**src/rtl/panda_risc_v_mul_share_arbiter.sv**
```systemverilog
// ---------------------------------------------------------------------------
// panda_risc_v_mul_share_arbiter
//
// Shares one multi-cycle multiplier between two requesters:
//   requester 0 : main ALU/EXU issue path
//   requester 1 : secondary issue path (address-gen / CSR helper)
//
// Requests are arbitrated round-robin onto the multiplier request channel.
// Each accepted grant index is pushed into a small in-order FIFO. Because
// the multiplier returns results strictly in issue order, the FIFO head
// names the requester that owns the next result.
//
// Handshake rule on every channel: a transfer happens on a rising clk edge
// where valid and ready are both 1. A granted valid is held until accepted;
// the arbiter locks its grant while the multiplier stalls so the payload it
// presents stays stable.
//
// Ports:
//   clk, rst               clock, asynchronous active-high reset
//   s0_req_* / s1_req_*    request channels from the two requesters
//   m_mul_req_*            request channel to the multiplier
//   s_mul_res_*            result channel from the multiplier
//   m0_res_* / m1_res_*    result channels back to the two requesters
//   outstanding_cnt        requests accepted but not yet returned
//   err_orphan_res         sticky: a result arrived with nothing in flight
// ---------------------------------------------------------------------------
module panda_risc_v_mul_share_arbiter #(
    parameter int  inst_id_width    = 4,
    parameter int  outstanding_max  = 4,
    parameter real simulation_delay = 1
) (
    input  logic                     clk,
    input  logic                     rst,
    input  logic [32:0]              s0_req_op_a,
    input  logic [32:0]              s0_req_op_b,
    input  logic                     s0_req_res_sel,
    input  logic [4:0]               s0_req_rd_id,
    input  logic [inst_id_width-1:0] s0_req_inst_id,
    input  logic                     s0_req_valid,
    output logic                     s0_req_ready,
    input  logic [32:0]              s1_req_op_a,
    input  logic [32:0]              s1_req_op_b,
    input  logic                     s1_req_res_sel,
    input  logic [4:0]               s1_req_rd_id,
    input  logic [inst_id_width-1:0] s1_req_inst_id,
    input  logic                     s1_req_valid,
    output logic                     s1_req_ready,
    output logic [32:0]              m_mul_req_op_a,
    output logic [32:0]              m_mul_req_op_b,
    output logic                     m_mul_req_res_sel,
    output logic [4:0]               m_mul_req_rd_id,
    output logic [inst_id_width-1:0] m_mul_req_inst_id,
    output logic                     m_mul_req_valid,
    input  logic                     m_mul_req_ready,
    input  logic [31:0]              s_mul_res_data,
    input  logic [4:0]               s_mul_res_rd_id,
    input  logic [inst_id_width-1:0] s_mul_res_inst_id,
    input  logic                     s_mul_res_valid,
    output logic                     s_mul_res_ready,
    output logic [31:0]              m0_res_data,
    output logic [4:0]               m0_res_rd_id,
    output logic [inst_id_width-1:0] m0_res_inst_id,
    output logic                     m0_res_valid,
    input  logic                     m0_res_ready,
    output logic [31:0]              m1_res_data,
    output logic [4:0]               m1_res_rd_id,
    output logic [inst_id_width-1:0] m1_res_inst_id,
    output logic                     m1_res_valid,
    input  logic                     m1_res_ready,
    output logic [3:0]               outstanding_cnt,
    output logic                     err_orphan_res
);

    // simulation_delay is kept for interface compatibility with the rest of
    // the core; register updates here are plain non-blocking assignments.
    generate
        if (outstanding_max < 1 || outstanding_max > 8 || simulation_delay < 0.0) begin : g_bad_param
            $error("panda_risc_v_mul_share_arbiter: parameter out of range");
        end
    endgenerate

    localparam logic [3:0] depth_cnt = 4'(outstanding_max);
    localparam logic [2:0] last_ptr  = 3'(outstanding_max - 1);

    // arbitration state
    logic last_grant;
    logic lock;
    logic lock_idx;

    // order FIFO: one bit per entry naming the requester; sized for the
    // largest depth, only entries 0..outstanding_max-1 are ever addressed
    logic [7:0] order_q;
    logic [2:0] wr_ptr;
    logic [2:0] rd_ptr;
    logic [3:0] count;
    logic       err_q;

    logic grant_vld;
    logic grant_idx;
    logic fifo_not_full;
    logic fifo_not_empty;
    logic head;
    logic req_fire;
    logic res_fire;
    logic orphan;

    // grant selection
    always_comb begin
        grant_vld = 1'b0;
        grant_idx = 1'b0;
        if (lock) begin
            grant_idx = lock_idx;
            grant_vld = lock_idx ? s1_req_valid : s0_req_valid;
        end else if (s0_req_valid && s1_req_valid) begin
            grant_vld = 1'b1;
            grant_idx = ~last_grant;
        end else if (s0_req_valid) begin
            grant_vld = 1'b1;
            grant_idx = 1'b0;
        end else if (s1_req_valid) begin
            grant_vld = 1'b1;
            grant_idx = 1'b1;
        end
    end

    // full is judged on the registered count, so a same-cycle pop never
    // frees a slot for a push until the following cycle
    assign fifo_not_full  = (count != depth_cnt);
    assign fifo_not_empty = (count != 4'd0);

    // request path: pure mux of the granted requester
    assign m_mul_req_op_a    = grant_idx ? s1_req_op_a    : s0_req_op_a;
    assign m_mul_req_op_b    = grant_idx ? s1_req_op_b    : s0_req_op_b;
    assign m_mul_req_res_sel = grant_idx ? s1_req_res_sel : s0_req_res_sel;
    assign m_mul_req_rd_id   = grant_idx ? s1_req_rd_id   : s0_req_rd_id;
    assign m_mul_req_inst_id = grant_idx ? s1_req_inst_id : s0_req_inst_id;
    assign m_mul_req_valid   = ~rst & grant_vld & fifo_not_full;

    assign s0_req_ready = ~rst & grant_vld & ~grant_idx & m_mul_req_ready & fifo_not_full;
    assign s1_req_ready = ~rst & grant_vld &  grant_idx & m_mul_req_ready & fifo_not_full;

    assign req_fire = m_mul_req_valid & m_mul_req_ready;

    // result path: the FIFO head selects the destination
    assign head = order_q[rd_ptr];

    assign m0_res_data    = s_mul_res_data;
    assign m0_res_rd_id   = s_mul_res_rd_id;
    assign m0_res_inst_id = s_mul_res_inst_id;
    assign m1_res_data    = s_mul_res_data;
    assign m1_res_rd_id   = s_mul_res_rd_id;
    assign m1_res_inst_id = s_mul_res_inst_id;

    assign m0_res_valid = ~rst & s_mul_res_valid & fifo_not_empty & ~head;
    assign m1_res_valid = ~rst & s_mul_res_valid & fifo_not_empty &  head;

    // with nothing in flight the result is swallowed so the multiplier
    // cannot wedge; the error flag records that it happened
    assign s_mul_res_ready = ~rst & (fifo_not_empty ? (head ? m1_res_ready : m0_res_ready) : 1'b1);

    assign res_fire = s_mul_res_valid & s_mul_res_ready & fifo_not_empty;
    assign orphan   = s_mul_res_valid & ~fifo_not_empty;

    // arbitration state: last winner and grant lock while stalled
    always_ff @(posedge clk or posedge rst) begin
        if (rst) begin
            last_grant <= 1'b1;
            lock       <= 1'b0;
            lock_idx   <= 1'b0;
        end else if (req_fire) begin
            last_grant <= grant_idx;
            lock       <= 1'b0;
        end else if (m_mul_req_valid) begin
            lock       <= 1'b1;
            lock_idx   <= grant_idx;
        end
    end

    // order FIFO and error flag
    always_ff @(posedge clk or posedge rst) begin
        if (rst) begin
            order_q <= 8'd0;
            wr_ptr  <= 3'd0;
            rd_ptr  <= 3'd0;
            count   <= 4'd0;
            err_q   <= 1'b0;
        end else begin
            if (req_fire) begin
                order_q[wr_ptr] <= grant_idx;
                wr_ptr          <= (wr_ptr == last_ptr) ? 3'd0 : wr_ptr + 3'd1;
            end
            if (res_fire) begin
                rd_ptr <= (rd_ptr == last_ptr) ? 3'd0 : rd_ptr + 3'd1;
            end
            case ({req_fire, res_fire})
                2'b10:   count <= count + 4'd1;
                2'b01:   count <= count - 4'd1;
                default: count <= count;
            endcase
            if (orphan) begin
                err_q <= 1'b1;
            end
        end
    end

    assign outstanding_cnt = count;
    assign err_orphan_res  = err_q;

endmodule

```
**config.mk**
```make
export PLATFORM = sky130hd
export DESIGN_NAME = panda_risc_v_mul_share_arbiter
export DESIGN_NICKNAME = d
export VERILOG_FILES = /design/src/rtl/panda_risc_v_mul_share_arbiter.sv
export SDC_FILE = /design/constraint.sdc
export NUM_CORES = 1
export LEC_CHECK = 0
export ABC_AREA = 1
export CAP_MARGIN = 20
export CORE_AREA = 3 3 141 143
export CTS_CLUSTER_SIZE = 10
export DETAILED_ROUTE_END_ITERATION = 16
export DIE_AREA = 0 0 144 146
export GPL_TIMING_DRIVEN = 0
export SYNTH_ARGS = -nofsm -noshare
export SYNTH_HDL_FRONTEND = slang
export SYNTH_SLANG_ARGS = --single-unit
```
**constraint.sdc**
```tcl
create_clock -name clk -period 3.2 [get_ports clk]
set_input_delay 0.48 -clock clk [delete_from_list [all_inputs] [get_ports clk]]
set_output_delay 0.48 -clock clk [all_outputs]
set_load 0.02 [all_outputs]
```
==> results.yml, run 1 <==
hold_path:
  min_path_type: "register to register"
clock_tree:
  clock-sinks: 22
  cts.hold.buffers_added: 0
  clock_path_buffers: 2
  path_clk_slew_ps: 60
  cts_buffers: 3
  cts_tree: "yes"
  htree_num_levels: 1
  root_buffer: "clkbuf_16"
  clock_latency_ps: 250
timing:
  timing.slew.headroom: 0.623
  fmax_mhz: 330
  whs_ps: 476
  finClkSkew_ps: 4.79
  hold_violations: 0
  tightestPinTransition_ps: 562
  rsz0062_at_grt: "true"
  period_needed_ps: 3030
  slew_viol_final: 0
  setup_violations: 0
  min_period_over_period: 0.947
final_layout:
  multi_input_comb_area_sq_um: 1520
  final_area_sq_um: 6600
  register_area_sq_um: 552
  area_growth_pct: 128
  antenna_cells: 0
  nNetsFinal: 1045
  layout.cells.non_filler: 1071
  nFillCells: 1974
  drive_gt1_frac: 0.152
setup_path:
  r2r-end: "outstanding_cnt[3]"
  r2r_start: "outstanding_cnt[0]"
  crit_end: "m_mul_req_op_a[20]"
  cp-startpoint: "s0_req_valid"
  reg2reg_depth: 13
  cp.required_ps: 2720
  crit_arrival_ps: 2550
  rrSetupSlack_ps: 740
  path_max_fanout: 10
  setup.worst_path.class: "primary input to output pin"
  end_kind: "output pin"
  startpoint_type: "primary input"
place:
  place_congestion: 0.778
  dpl.hpwl_um: 13900
  place_inst: 1062
  placed_cell_area_sq_um: 6470
  io_buffers: 328
synthesis:
  synth_simple_gate_area_frac: 0.437
  synthesis.nets: 707
  synth_compound_area_frac: 0.0501
  synth_xor_area_frac: 0.00908
  synth_cell_types: 25
  synth_top_area_cell: "nand2_1"
  yosysSeqAreaShare: 0.191
  ys_ff_latch: 22
  synth-adder-area-share: 0.0285
  synth_top_family_by_area: "simple AND/OR/NAND/NOR gates"
  syn_area_sq_um: 2900
  synth_mux_area_frac: 0
  netlist.area_leader.share: 0.355
  yosysWarnings: 0
  synth_area_per_cell_sq_um: 5.79
  synth.area.top_cells: "nand2_1, buf_4, dfrtp_1"
  synth_cells: 500
pwr:
  ir_drop_uv: 275
  leakage_nw: 3.17
  p_per_area_nw_per_um2: 596
die:
  die_y_um: 146
  initial_core_util: 0.155
  core_area_sq_um: 18700
  io-pin-count: 370
  die_x_um: 144
  num_rows: 50
  die-area_sq_um: 21000
global_route:
  grt_max_degree: 14
  grt_pass1_vias: 4004
  track_usage: 0.142
  grt_overflow_total: 0
  grt_pass1_wl_um: 23100
  antenna_found_initial: 0
detailed_routing:
  vias: 3998
  via_per_inst: 3.73
  detail_route.wl_per_cell_um: 14.9
  firstDrtPassIters: 4
  drc: 0
  drt_iter0_drc: 142
  detail-route-antenna-nets: 0
  routed_wl_um: 16000
run:
  max_cap_viol_count: 0
outcome:
  run_status: "completed"
-- stage by stage --
step	total power [mW]	TNS [ps]	setup WS (ps)	util
after floorplan	2.21	0	514	-
after global placement	3.71	-1170	-395	0.346
after detailed placement	3.71	-1660	-476	0.346
after CTS	4.01	0	24.1	0.351
after global routing	4.28	-5.56	-5.56	0.353
final	3.93	0	171	0.353
-- report_power, final --
part | internal (mW) | leakage, nW | total, mW | switching, mW
clock network | 0.170 | 0.0382 | 0.267 | 0.0974
registers | 0.398 | 0.276 | 0.506 | 0.108
logic | 1.42 | 2.86 | 3.16 | 1.74
-- worst max-delay path, cell delays in order --
cell and delay, ps:
clkdlybuf4s50_1 480, nand2_1 50, nand3_1 80, nand2_2 140, inv_2 130, clkbuf_1 360, nand2_1 130, nand2_1 80
clkdlybuf4s50_1 610
-- what timing repair did --
| action | 4_1_cts | 5_1_grt |
|---|---|---|
| resized for setup | 2 | 3 |
| setup buffers | 0 | 4 |
| cloned | 1 | 0 |
| hold endpoints to repair | 0 | 0 |
| endpoints found under the setup margin | 8 | 5 |
-- cells in the final DEF, fill, tap and decap left out --
| master | n |
|---|---|
| a21boi_0 | 1 |
| a21oi_1 | 5 |
| a31o_2 | 1 |
| buf_2 | 5 |
| buf_4 | 91 |
| buf_6 | 1 |
| clkbuf_1 | 7 |
| clkbuf_16 | 3 |
| clkbuf_2 | 1 |
| clkdlybuf4s50_1 | 325 |
| clkinvlp_2 | 1 |
| clkinvlp_4 | 1 |
| dfrtp_1 | 21 |
| dfstp_2 | 1 |
| dlymetal6s2s_1 | 3 |
| fa_1 | 1 |
| ha_1 | 5 |
| inv_1 | 26 |
| inv_2 | 2 |
| nand2_1 | 274 |
| nand2_2 | 8 |
| nand3_1 | 14 |
| nand3_2 | 5 |
| nor2_1 | 13 |
| nor2_2 | 1 |
| nor2_4 | 1 |
| o21ai_0 | 8 |
| o21ai_1 | 4 |
| o21ai_2 | 5 |
| xnor2_1 | 1 |
| xor2_1 | 2 |
-- logic make-up (layout without fill, tap and decap cells) --
| kind of cell | count (synthesis) | count (layout) |
|---|---|---|
| compound gates | 24 | 24 |
| xor+xnor | 3 | 3 |
| fa+ha+maj | 6 | 6 |
| buf+inv | 129 | 466 |
| flops | 22 | 22 |
| simple gates | 316 | 316 |
-- final cells by class --
| type | instances | area share |
|---|---|---|
| plain buffers | 100 | 0.109 |
| clock buffers | 4 | 0.0119 |
| inverters | 29 | 0.0171 |
| multi-input cells | 349 | 0.230 |
| flip-flops and latches | 22 | 0.0836 |
| well taps | 234 | 0.0444 |
| repair buffers | 332 | 0.503 |
| repair inverters | 1 | 0.000759 |
-- worst min path at each step --
stage | from | to | depth (start not counted)
after floorplan | order_q[2] | order_q[2] | 2
after global placement | err_orphan_res | err_orphan_res | 1
after detailed placement | err_orphan_res | err_orphan_res | 1
after CTS | err_orphan_res | err_orphan_res | 1
after global routing | err_orphan_res | err_orphan_res | 1
final | err_orphan_res | err_orphan_res | 1
-- synthesized netlist by cell type --
library cell  count
a21boi_0          1
buf_6             1
inv_1            27
o21ai_0           8
dfstp_2           1
nand3_1          14
o21ai_2           5
nand2_1         274
nor2_2            1
dfrtp_1          21
a21oi_1           5
fa_1              1
ha_1              5
buf_4            87
xnor2_1           1
nor2_1           13
buf_2             5
a31o_2            1
nor2_4            1
clkbuf_1          7
nand3_2           5
nand2_2           8
o21ai_1           4
inv_2             2
xor2_1            2
-- per-layer routing --
metal / share of wire / track usage / vias up / wire length, um
met5: 0 / 0 / - / 0
met3: 0.10 / 0.0496 / 4 / 1600
li1: - / - / 2104 / -
met4: 0.0030 / 0.00989 / 0 / 48
met2: 0.48 / 0.241 / 171 / 7730
met1: 0.41 / 0.181 / 1719 / 6590
-- sequential cells by signal, indices dropped and copies added, names as in the netlist --
register	flops
lock_idx	1
wr_ptr	3
lock	1
rd_ptr	3
order_q	8
outstanding_cnt	4
err_orphan_res	1
last_grant	1
(Power assumes the default switching activity.)
==> run 2, diff against run 1 <==
Settings changed: CORE_AREA 3 3 141 143 to 3 3 144 146, DIE_AREA 0 0 144 146 to 0 0 147 149.
Clock period 3.2 ns to 2.5 ns, I/O delays scaled along.
==> run 2 against run 1 <==
Via count up 1.5%. Setup slack worse by 2.7 ps. Clock-buffer cell count decreased by 1. First-iteration DRC count down 38%. Sequential power is 30% higher. Global-route usage rose by 0.13 points. Register-to-register slack worse by 510 ps. Final area increased by 0.91%. Critical path type unchanged. Largest power group unchanged. Highest routed layer unchanged.
==> results.yml, run 2 (synthesis results as in run 1) <==
timing:
  timing.slew.headroom: 0.622
  fmax_mhz: 429
  slew_viol_final: 0
  min_period_over_period: 0.933
  hold_violations: 0
  period_needed_ps: 2330
  finClkSkew_ps: 5.61
  setup_violations: 0
  rsz0062_at_grt: "false"
  setup-tns-final_ps: 0
  tightestPinTransition_ps: 564
final_layout:
  largest_reg_flops: 8
  final_cell_mix: "nand2_1, clkdlybuf4s50_1, buf_4, dlygate4sd2_1, inv_1"
  nNetsFinal: 1043
  area_growth_pct: 130
  utilization: 0.341
  regMostFlops: "order_q"
  antenna_cells: 0
  register_area_sq_um: 553
  drive_gt1_frac: 0.198
  nFillCells: 2143
  final_area_sq_um: 6660
  multi_input_comb_area_sq_um: 1550
  final_common_cell: "nand2_1"
run:
  max_cap_viol_count: 0
place:
  placed_cell_area_sq_um: 6510
  place_congestion: 0.823
  io_buffers: 328
  dpl.hpwl_um: 14800
pwr:
  p_total_mw: 4.99
  p_per_area_nw_per_um2: 749
  leakage_nw: 3.30
  combPwrFrac: 0.778
  p_int_mw: 2.45
  seq_power_share: 0.132
  p_sw_frac: 0.508
  clockPowerShare: 0.090
  ir_drop_uv: 344
  p_switching_mw: 2.54
detailed_routing:
  detail_route.wl_per_cell_um: 15.5
  detail-route-antenna-nets: 0
  drt_iter0_drc: 88
  via_per_inst: 3.69
  vias: 4057
  drc: 0
  firstDrtPassIters: 4
  routed_wl_um: 17000
clock_tree:
  root_buffer: "clkbuf_16"
  cts_buffers: 3
  cts.hold.buffers_added: 0
  clock_path_buffers: 2
  htree_num_levels: 1
  clock-sinks: 22
  clock_latency_ps: 260
  path_clk_slew_ps: 60
  cts_tree: "yes"
die:
  io-pin-count: 370
  die-area_sq_um: 21900
  die_y_um: 149
  die_x_um: 147
  num_rows: 51
  core_area_sq_um: 19500
  initial_core_util: 0.148
setup_path:
  critPathSlowestCell: "clkdlybuf4s50_1"
  crit_arrival_ps: 1960
  setup.worst_path.class: "primary input to output pin"
  path_delay_family: "buffers and inverters"
  end_kind: "output pin"
  path_buf_inv: 5
  cp.required_ps: 2120
  cpPeakStageDelay_ps: 470
  crit_top_cell: "nand2_1"
  path_cells: "clkdlybuf4s50_1 -> nand2_1 -> nand3_1 -> nand2_4 -> inv_6 -> buf_8 -> buf_4 -> nand2_1 -> nand2_1 -> clkdlybuf4s15_2"
  startpoint_type: "primary input"
  path_max_fanout: 10
outcome:
  run_status: "completed"
global_route:
  grt_max_degree: 14
  grt_pass1_wl_um: 24200
  antenna_found_initial: 0
  grt_overflow_total: 0
  track_usage: 0.143
  grt_pass1_vias: 4131
hold_path:
  min_path_type: "primary input to async pin"
-- run 2: cell count changes in the layout (fill, tap and decap cells not counted), moves of 2 or more --
cell             change
clkdlybuf4s50_1     -77
dlygate4sd2_1       +46
clkdlybuf4s15_2     +19
clkbuf_2             +9
clkbuf_4             +9
clkbuf_1             -7
buf_4                -5
buf_2                -4
buf_6                +4
clkdlybuf4s15_1      +4
dlymetal6s2s_1       -2
ha_1                 -2
ha_4                 +2
-- run 2: path summary, 6_finish.rpt --
path | to | slack [ps] | startpoint | depth (start not counted)
max | m_mul_req_op_b[26] | 170 | s0_req_valid | 10
min | rd_ptr[2] | 230 | rst | 2
max reg2reg | outstanding_cnt[3] | 230 | rd_ptr[0] | 14
min reg2reg | last_grant | 470 | last_grant | 2
max in group asynchronous | last_grant | 1820 | rst | 2
min in group clk | last_grant | 470 | last_grant | 2
-- run 2: timing repair --
action | 4_1_cts | 5_1_grt
cloned | 1 | 0
gates resized for setup | 151 | 24
buffers inserted | 2 | 0
setup endpoints to repair | 85 | 36
-- run 2: power by group through the flow --
stage               Clock [mW]  Combinational (mW)  Sequential [mW]
floorplan                    0                2.16            0.669
global placement             0                4.09            0.652
detailed placement           0                4.10            0.655
CTS                      0.460                3.92            0.651
global route             0.473                4.27            0.681
finish                   0.450                3.88            0.657
-- run 2: stage by stage --
step | hold slack [ps] | worst slack, ps | instances
finish | 226 | 168 | 1100
global route | 245 | 2.25 | 1100
CTS | 233 | 51.3 | 1100
detailed placement | 463 | -866 | 1093
global placement | 463 | -835 | 1093
floorplan | 256 | 91.8 | 500
-- run 2: cell type report --
cell class / count / area share
multi-input combinational: 349 / 0.233
inverter: 29 / 0.0177
timing repair inverter: 1 / 0.000752
sequential: 22 / 0.0831
buffer: 100 / 0.116
tap: 265 / 0.0498
clock buffer: 3 / 0.0113
clock inverter: 1 / 0.00451
timing repair buffer: 330 / 0.483
-- run 2: routing by layer --
metal,global-route usage,wire [um]
met5,0,0
met3,0.0340,1160
met2,0.268,9040
met1,0.169,6510
met4,0.0224,291
